**src/rtl/sd_dat_write.sv**
```systemverilog
// SD DAT-line block transmitter: serialises a 32-bit word stream onto 1 or 4 lanes with per-lane CRC16.
// Optional SD_DAT_WRITE_CLK_STOP_EN: stall with clk_stop_o on refill underrun instead of zero-filling.
module sd_dat_write #(
  parameter int NumLanes      = 4,
  parameter int MaxBlockBytes = 512,
  parameter int BlkSizeWidth  = 12
) (
  input  logic                    clk_i,
  input  logic                    rst_ni,
  input  logic                    clk_en_p_i,
  input  logic                    clk_en_n_i,
  input  logic                    div_1_i,
  input  logic                    wide_bus_i,
  input  logic [BlkSizeWidth-1:0] block_size_i,
  input  logic                    start_tx_i,
  input  logic [31:0]             data_i,
  input  logic                    data_valid_i,
  output logic                    data_ready_o,
`ifdef SD_DAT_WRITE_CLK_STOP_EN
  output logic                    clk_stop_o,
`endif
  output logic [NumLanes-1:0]     dat_o,
  output logic [NumLanes-1:0]     dat_en_o,
  output logic                    tx_done_o,
  output logic                    underrun_o
);

  localparam int WordCntW = $clog2(MaxBlockBytes / 4 + 1);

  localparam logic [2:0] StReady = 3'd0;
  localparam logic [2:0] StLoad  = 3'd1;
  localparam logic [2:0] StStart = 3'd2;
  localparam logic [2:0] StData  = 3'd3;
  localparam logic [2:0] StCrc   = 3'd4;
  localparam logic [2:0] StEnd   = 3'd5;

  // Handshake: a word is taken on a clk_i rising edge where data_ready_o and data_valid_i are both high.

  logic [2:0]              state_q;
  logic                    wide_q;
  logic [WordCntW-1:0]     word_left_q;
  logic [4:0]              bit_cnt_q;
  logic [3:0]              crc_cnt_q;
  logic [31:0]             sr_q;
  logic [15:0]             crc_q    [NumLanes];
  logic [15:0]             crc_next [NumLanes];
  logic                    underrun_q;
  logic [NumLanes-1:0]     active, lane_bit, crc_msb, line_dat, line_en;
  logic [NumLanes-1:0]     p_dat_q, p_en_q, n_dat_q, n_en_q;
  logic [BlkSizeWidth-3:0] words_in;
  logic [31:0]             word_in;
  logic                    last_bit, refill;
  logic                    unused_size_bits;

  assign unused_size_bits = ^block_size_i[1:0];
  assign words_in = block_size_i[BlkSizeWidth-1:2];
  // Byte 0 lands in the top of the shift register so both modes just shift left.
  assign word_in  = {data_i[7:0], data_i[15:8], data_i[23:16], data_i[31:24]};
  assign last_bit = bit_cnt_q == (wide_q ? 5'd7 : 5'd31);
  assign refill   = (state_q == StData) && last_bit && (word_left_q != '0);

`ifdef SD_DAT_WRITE_CLK_STOP_EN
  logic stall_q;
  assign clk_stop_o   = stall_q;
  assign data_ready_o = stall_q | (clk_en_p_i & ((state_q == StLoad) | refill));
`else
  assign data_ready_o = clk_en_p_i & ((state_q == StLoad) | refill);
`endif

  assign tx_done_o  = state_q == StReady;
  assign underrun_o = underrun_q;

  always_comb begin
    active   = '0;
    lane_bit = '0;
    crc_msb  = '0;
    for (int i = 0; i < NumLanes; i++) begin
      active[i]   = (i == 0) || wide_q;
      lane_bit[i] = wide_q ? sr_q[28+i] : sr_q[31];
      crc_msb[i]  = crc_q[i][15];
      crc_next[i] = crc_q[i];
      if (active[i]) begin
        crc_next[i] = {crc_q[i][14:0], 1'b0} ^
                      ((lane_bit[i] ^ crc_q[i][15]) ? 16'h1021 : 16'h0000);
      end
    end
  end

  always_comb begin
    line_dat = '1;
    line_en  = '0;
    case (state_q)
      StStart: begin line_dat = ~active;             line_en = active; end
      StData:  begin line_dat = lane_bit | ~active;  line_en = active; end
      StCrc:   begin line_dat = crc_msb | ~active;   line_en = active; end
      StEnd:   begin line_dat = '1;                  line_en = active; end
      default: ;
    endcase
  end

  always_ff @(posedge clk_i or negedge rst_ni) begin
    if (!rst_ni) begin
      state_q     <= StReady;
      wide_q      <= 1'b0;
      word_left_q <= '0;
      bit_cnt_q   <= '0;
      crc_cnt_q   <= '0;
      sr_q        <= '0;
      underrun_q  <= 1'b0;
      for (int i = 0; i < NumLanes; i++) crc_q[i] <= '0;
`ifdef SD_DAT_WRITE_CLK_STOP_EN
      stall_q     <= 1'b0;
`endif
    end else begin
`ifdef SD_DAT_WRITE_CLK_STOP_EN
      // While stalled the SD clock is stopped, so the word is taken on any clk_i edge.
      if (stall_q) begin
        if (data_valid_i) begin
          stall_q     <= 1'b0;
          crc_q       <= crc_next;
          sr_q        <= word_in;
          bit_cnt_q   <= '0;
          word_left_q <= word_left_q - WordCntW'(1);
        end
      end else
`endif
      if (clk_en_p_i) begin
        case (state_q)
          StReady: begin
            if (start_tx_i && (words_in != '0)) begin
              state_q     <= StLoad;
              wide_q      <= (NumLanes == 4) && wide_bus_i;
              word_left_q <= WordCntW'(words_in - (BlkSizeWidth-2)'(1));
              underrun_q  <= 1'b0;
            end
          end
          StLoad: begin
            for (int i = 0; i < NumLanes; i++) crc_q[i] <= '0;
            if (data_valid_i) begin
              sr_q    <= word_in;
              state_q <= StStart;
            end
          end
          StStart: begin
            state_q   <= StData;
            bit_cnt_q <= '0;
          end
          StData: begin
            if (!last_bit) begin
              crc_q     <= crc_next;
              bit_cnt_q <= bit_cnt_q + 5'd1;
              sr_q      <= wide_q ? {sr_q[27:0], 4'h0} : {sr_q[30:0], 1'b0};
            end else if (word_left_q == '0) begin
              crc_q     <= crc_next;
              crc_cnt_q <= '0;
              state_q   <= StCrc;
            end else if (data_valid_i) begin
              crc_q       <= crc_next;
              sr_q        <= word_in;
              bit_cnt_q   <= '0;
              word_left_q <= word_left_q - WordCntW'(1);
            end else begin
`ifdef SD_DAT_WRITE_CLK_STOP_EN
              stall_q     <= 1'b1;
`else
              crc_q       <= crc_next;
              sr_q        <= '0;
              bit_cnt_q   <= '0;
              word_left_q <= word_left_q - WordCntW'(1);
              underrun_q  <= 1'b1;
`endif
            end
          end
          StCrc: begin
            for (int i = 0; i < NumLanes; i++) crc_q[i] <= {crc_q[i][14:0], 1'b0};
            crc_cnt_q <= crc_cnt_q + 4'd1;
            if (crc_cnt_q == 4'd15) state_q <= StEnd;
          end
          StEnd:   state_q <= StReady;
          default: state_q <= StReady;
        endcase
      end
    end
  end

  // Half-SD-cycle launch offset: falling SD edge, or falling clk_i edge when SD clock == clk_i.
  always_ff @(posedge clk_i or negedge rst_ni) begin
    if (!rst_ni) begin
      p_dat_q <= '1;
      p_en_q  <= '0;
    end else if (clk_en_n_i) begin
      p_dat_q <= line_dat;
      p_en_q  <= line_en;
    end
  end

  always_ff @(negedge clk_i or negedge rst_ni) begin
    if (!rst_ni) begin
      n_dat_q <= '1;
      n_en_q  <= '0;
    end else begin
      n_dat_q <= line_dat;
      n_en_q  <= line_en;
    end
  end

  assign dat_o    = div_1_i ? n_dat_q : p_dat_q;
  assign dat_en_o = div_1_i ? n_en_q  : p_en_q;

endmodule

```
**config.mk**
```make
export PLATFORM = sky130hd
export DESIGN_NAME = sd_dat_write
export DESIGN_NICKNAME = d
export VERILOG_FILES = /design/src/rtl/sd_dat_write.sv
export SDC_FILE = /design/constraint.sdc
export NUM_CORES = 1
export LEC_CHECK = 0
export CORE_MARGIN = 8
export CORE_UTILIZATION = 52
export DETAILED_ROUTE_END_ITERATION = 10
export GPL_TIMING_DRIVEN = 1
export HOLD_SLACK_MARGIN = 0.02
export PLACE_DENSITY = 0.73
export RECOVER_POWER = 100
export SETUP_SLACK_MARGIN = 0.15
export SYNTH_ARGS = -nofsm -noshare
export SYNTH_HDL_FRONTEND = slang
export SYNTH_SLANG_ARGS = --single-unit
```
**constraint.sdc**
```tcl
create_clock -name clk_i -period 3.2 [get_ports clk_i]
set_clock_uncertainty 0.15 [all_clocks]
set_input_delay 0.32 -clock clk_i [delete_from_list [all_inputs] [get_ports clk_i]]
set_output_delay 0.32 -clock clk_i [all_outputs]
set_load 0.01 [all_outputs]
```
==> key figures <==
Cells and area
  • Multi-input logic area: 3110 sq um
  • Most frequent cells in the layout: nand2_1, dfrtp_1, o21ai_0, clkdlybuf4s50_1, mux2i_1
  • Most common cell after layout, fill and taps aside: nand2_1
  • Share of post-route cells with drive strength above 1: 0.160
  • Reg area: 3260 sq um
  • Ant diodes: 0
  • Layout Area Growth over Synthesis: 20.6%
  • Nets: 754
  • Fin util: 0.637
  • Fillers: 973

Place
  • IO buf count: 60
  • Gp weighted congestion: approximately 0.81
  • Post-DP HPWL: ~9.6 mm
  • Dpl ws: -39.2 ps

Power and ir drop
  • Net switching fraction of the power: 0.368
  • Cell Int Power: roughly 5 mW
  • Worst VDD drop: 0.480 mV
  • Sw power: between 2 and 3 mW
  • Pwr per Cell Area: 997 nW/um^2
  • Sequential fraction of design power: 0.345
  • P_leak: approximately 3.5 nW
  • Clock power frac: 0.265
  • Comb pwr share: 0.390
  • Post-route total power: 7.99 mW

Timing
  • Final slew viol count: 0
  • Final number of setup-violating endpoints: 7
  • Worst-Margin Slew: 1040 ps
  • RSZ-0062 raised after global routing: yes
  • Setup TNS: -387 ps
  • Fin. Hold Viols: 0
  • Final worst setup slack: -88.0 ps
  • Slew headroom: 0.308

Route
  • Vias per inst: 5.54
  • Final ANT Viol Nets: 0
  • Final WL: 14.7 mm
  • # DRC: 0
  • Initial DRC count: ~320
  • Routed WL per cell: 16.7 um
  • Drt pass-1 iters: 4
  • Via Count: 4,900

Clocking
  • Sink Count: between 100 and 150
  • Worst skew pair latency: roughly 430 ps
  • Largest buffer count on any clock path: 2
  • CTS tree: done
  • H-tree Lvls: 4
  • CTS Buf Count: 17
  • Clk slew on worst S/H paths: approximately 60 ps
  • Clk root buf: clkbuf_16

Yosys
  • Yosys top cell area share: 0.452
  • Seq/Total Area, Yosys: 0.491
  • Net Count, Synth: 696
  • Post-synthesis register bit count: 130
  • Largest cells by area after synthesis: dfrtp_1, nand2_1, mux2i_1, mux2_4, o21ai_0
  • Synth unique cells: 61
  • Mapped cell area: 6640 sq um
  • Asr flop ratio synth: 1.00
  • Average size of a mapped cell: 10.4 sq um
  • Top_reg_cell synth: dfrtp_1
  • Largest area contributor in the netlist: dfrtp_1
  • Mapped Cells: 641
  • Post-synth EDFFs: 0
  • Syn. warnings: 0

Critical path
  • Required time of the critical path: ~2700 ps
  • Crit path cell chain: mux2_4 -> buf_6
  • Crit-path max cell delay: roughly 520 ps
  • Crit path kind: register to output pin
  • Crit-path slowest cell: dfstp_2
  • Peak fanout along the critical path: 1
  • Worst path arrival time: 2820 ps
  • Setup crit end kind: output pin
  • Startpoint types: register

Outcome
  • Status: complete, but fails checks
  • Failing checks: setup timing

Global route
  • Total gr overflow: 0
  • Largest net degree at the start of global routing: 65
  • Initial antenna violation count: 0
  • Global-route wire length before repair: 24.6 mm
  • GRT Overall Usage: 0.185
  • Vias in the first global route: 4,964

Floorplan
  • Rows: around 40
  • Die height: 129 um
  • Die Area: 16,600 sq um
  • Initial core utilization: 0.528
  • I/O Pins: 63
  • Core area: around 13,000 sq um
  • Die width: 129 um

Worst hold path
  • HP Class: register to register

Job
  • Max cap viols: 0
## metal layers
| metal | global-route usage | share of wire | vias up |
|---|---|---|---|
| met4 | 0.0871 | 0.015 | 0 |
| met1 | 0.233 | 0.45 | 2397 |
| met2 | 0.297 | 0.49 | 91 |
| li1 | - | - | 2396 |
| met3 | 0.0415 | 0.046 | 16 |
| met5 | 0 | 0 | - |
## path summary, 6_finish.rpt
path                                  end  cells after the start      startpoint  slack, ps
worst max-delay path             dat_o[0]                      2      n_dat_q[0]        -90
worst min-delay path             crc_q[8]                      2        crc_q[8]        330
max in group asynchronous       crc_q[61]                      4          rst_ni        440
min in group asynchronous       p_en_q[2]                      2          rst_ni        350
worst min register to register   crc_q[8]                      2        crc_q[8]        330
worst max register to register   sr_q[31]                      6  word_left_q[4]         60
## power groups by stage
| stage | logic, mW | registers, mW | clock network, mW |
|---|---|---|---|
| after CTS | 3.23 | 2.75 | 2.15 |
| after detailed placement | 3.18 | 2.77 | 0.00972 |
| after global placement | 3.07 | 2.73 | 0.00972 |
| final | 3.12 | 2.75 | 2.12 |
| after global routing | 3.44 | 2.84 | 2.23 |
| after floorplan | 2.48 | 2.61 | 0.00972 |
## critical path: cells and delay by family, from the launching register on
family   cells  cell delay [ps]
flops        1              520
mux          1              150
buf+inv      1              100
## registers in the layout, indices dropped and copies added, names as in the netlist
name,cells
p_en_q,2
crc_cnt_q,4
state_q,3
p_dat_q,4
underrun_o,1
sr_q,32
bit_cnt_q,5
word_left_q,8
crc_q,60
n_dat_q,4
crc_msb,4
n_en_q,2
wide_q,1
## cells by family after synthesis
family,share of synthesized area
AO/OA/AOI/OAI,0.152
AND/OR/NAND/NOR,0.135
adder cells (fa/ha/maj),0.00565
multiplexers,0.167
buffers and inverters,0.0362
flip-flops,0.491
XOR/XNOR,0.0119
## cell type report
class                           instances  area share
Clock buffer                           18      0.0548
Clock inverter                         18      0.0270
Inverter                                5     0.00234
Multi-Input combinational cell        460       0.389
Sequential cell                       130       0.408
Tap cell                              172      0.0269
Timing Repair Buffer                   81      0.0926
## through the flow
stage | std cells | cell area [sq um] | hold WS [ps]
2_1_floorplan | 641 | 6650 | -126
3_3_place_gp | 846 | 7410 | 31.4
3_5_place_dp | 846 | 7410 | 38.0
4_1_cts | 882 | 8080 | 135
5_1_grt | 884 | 8010 | 351
6_report | 884 | 8010 | 328
## what timing repair did
action	in CTS	in global routing
pin swaps	0	1
gates resized for setup	43	4
hold buffers	1	0
setup endpoints to repair	9	12
setup buffers	0	2
endpoints found under the hold margin	6	0
## Yosys cell counts (3+ instances only)
| cell | count |
|---|---|
| a21o_1 | 5 |
| a21oi_1 | 14 |
| a32o_1 | 5 |
| and2_1 | 6 |
| buf_1 | 6 |
| buf_2 | 8 |
| buf_6 | 4 |
| clkbuf_1 | 24 |
| dfrtp_1 | 120 |
| dfstp_2 | 8 |
| ha_1 | 3 |
| inv_1 | 6 |
| mux2_2 | 20 |
| mux2_4 | 29 |
| mux2i_1 | 45 |
| nand2_1 | 132 |
| nand2b_1 | 5 |
| nand3_1 | 7 |
| nor2_1 | 10 |
| nor3_1 | 12 |
| nor4_1 | 3 |
| o211ai_1 | 3 |
| o21ai_0 | 78 |
| o21ai_1 | 7 |
| o2bb2ai_1 | 29 |
| xnor2_1 | 5 |
| xor2_1 | 4 |
(Power assumes the default switching activity.)
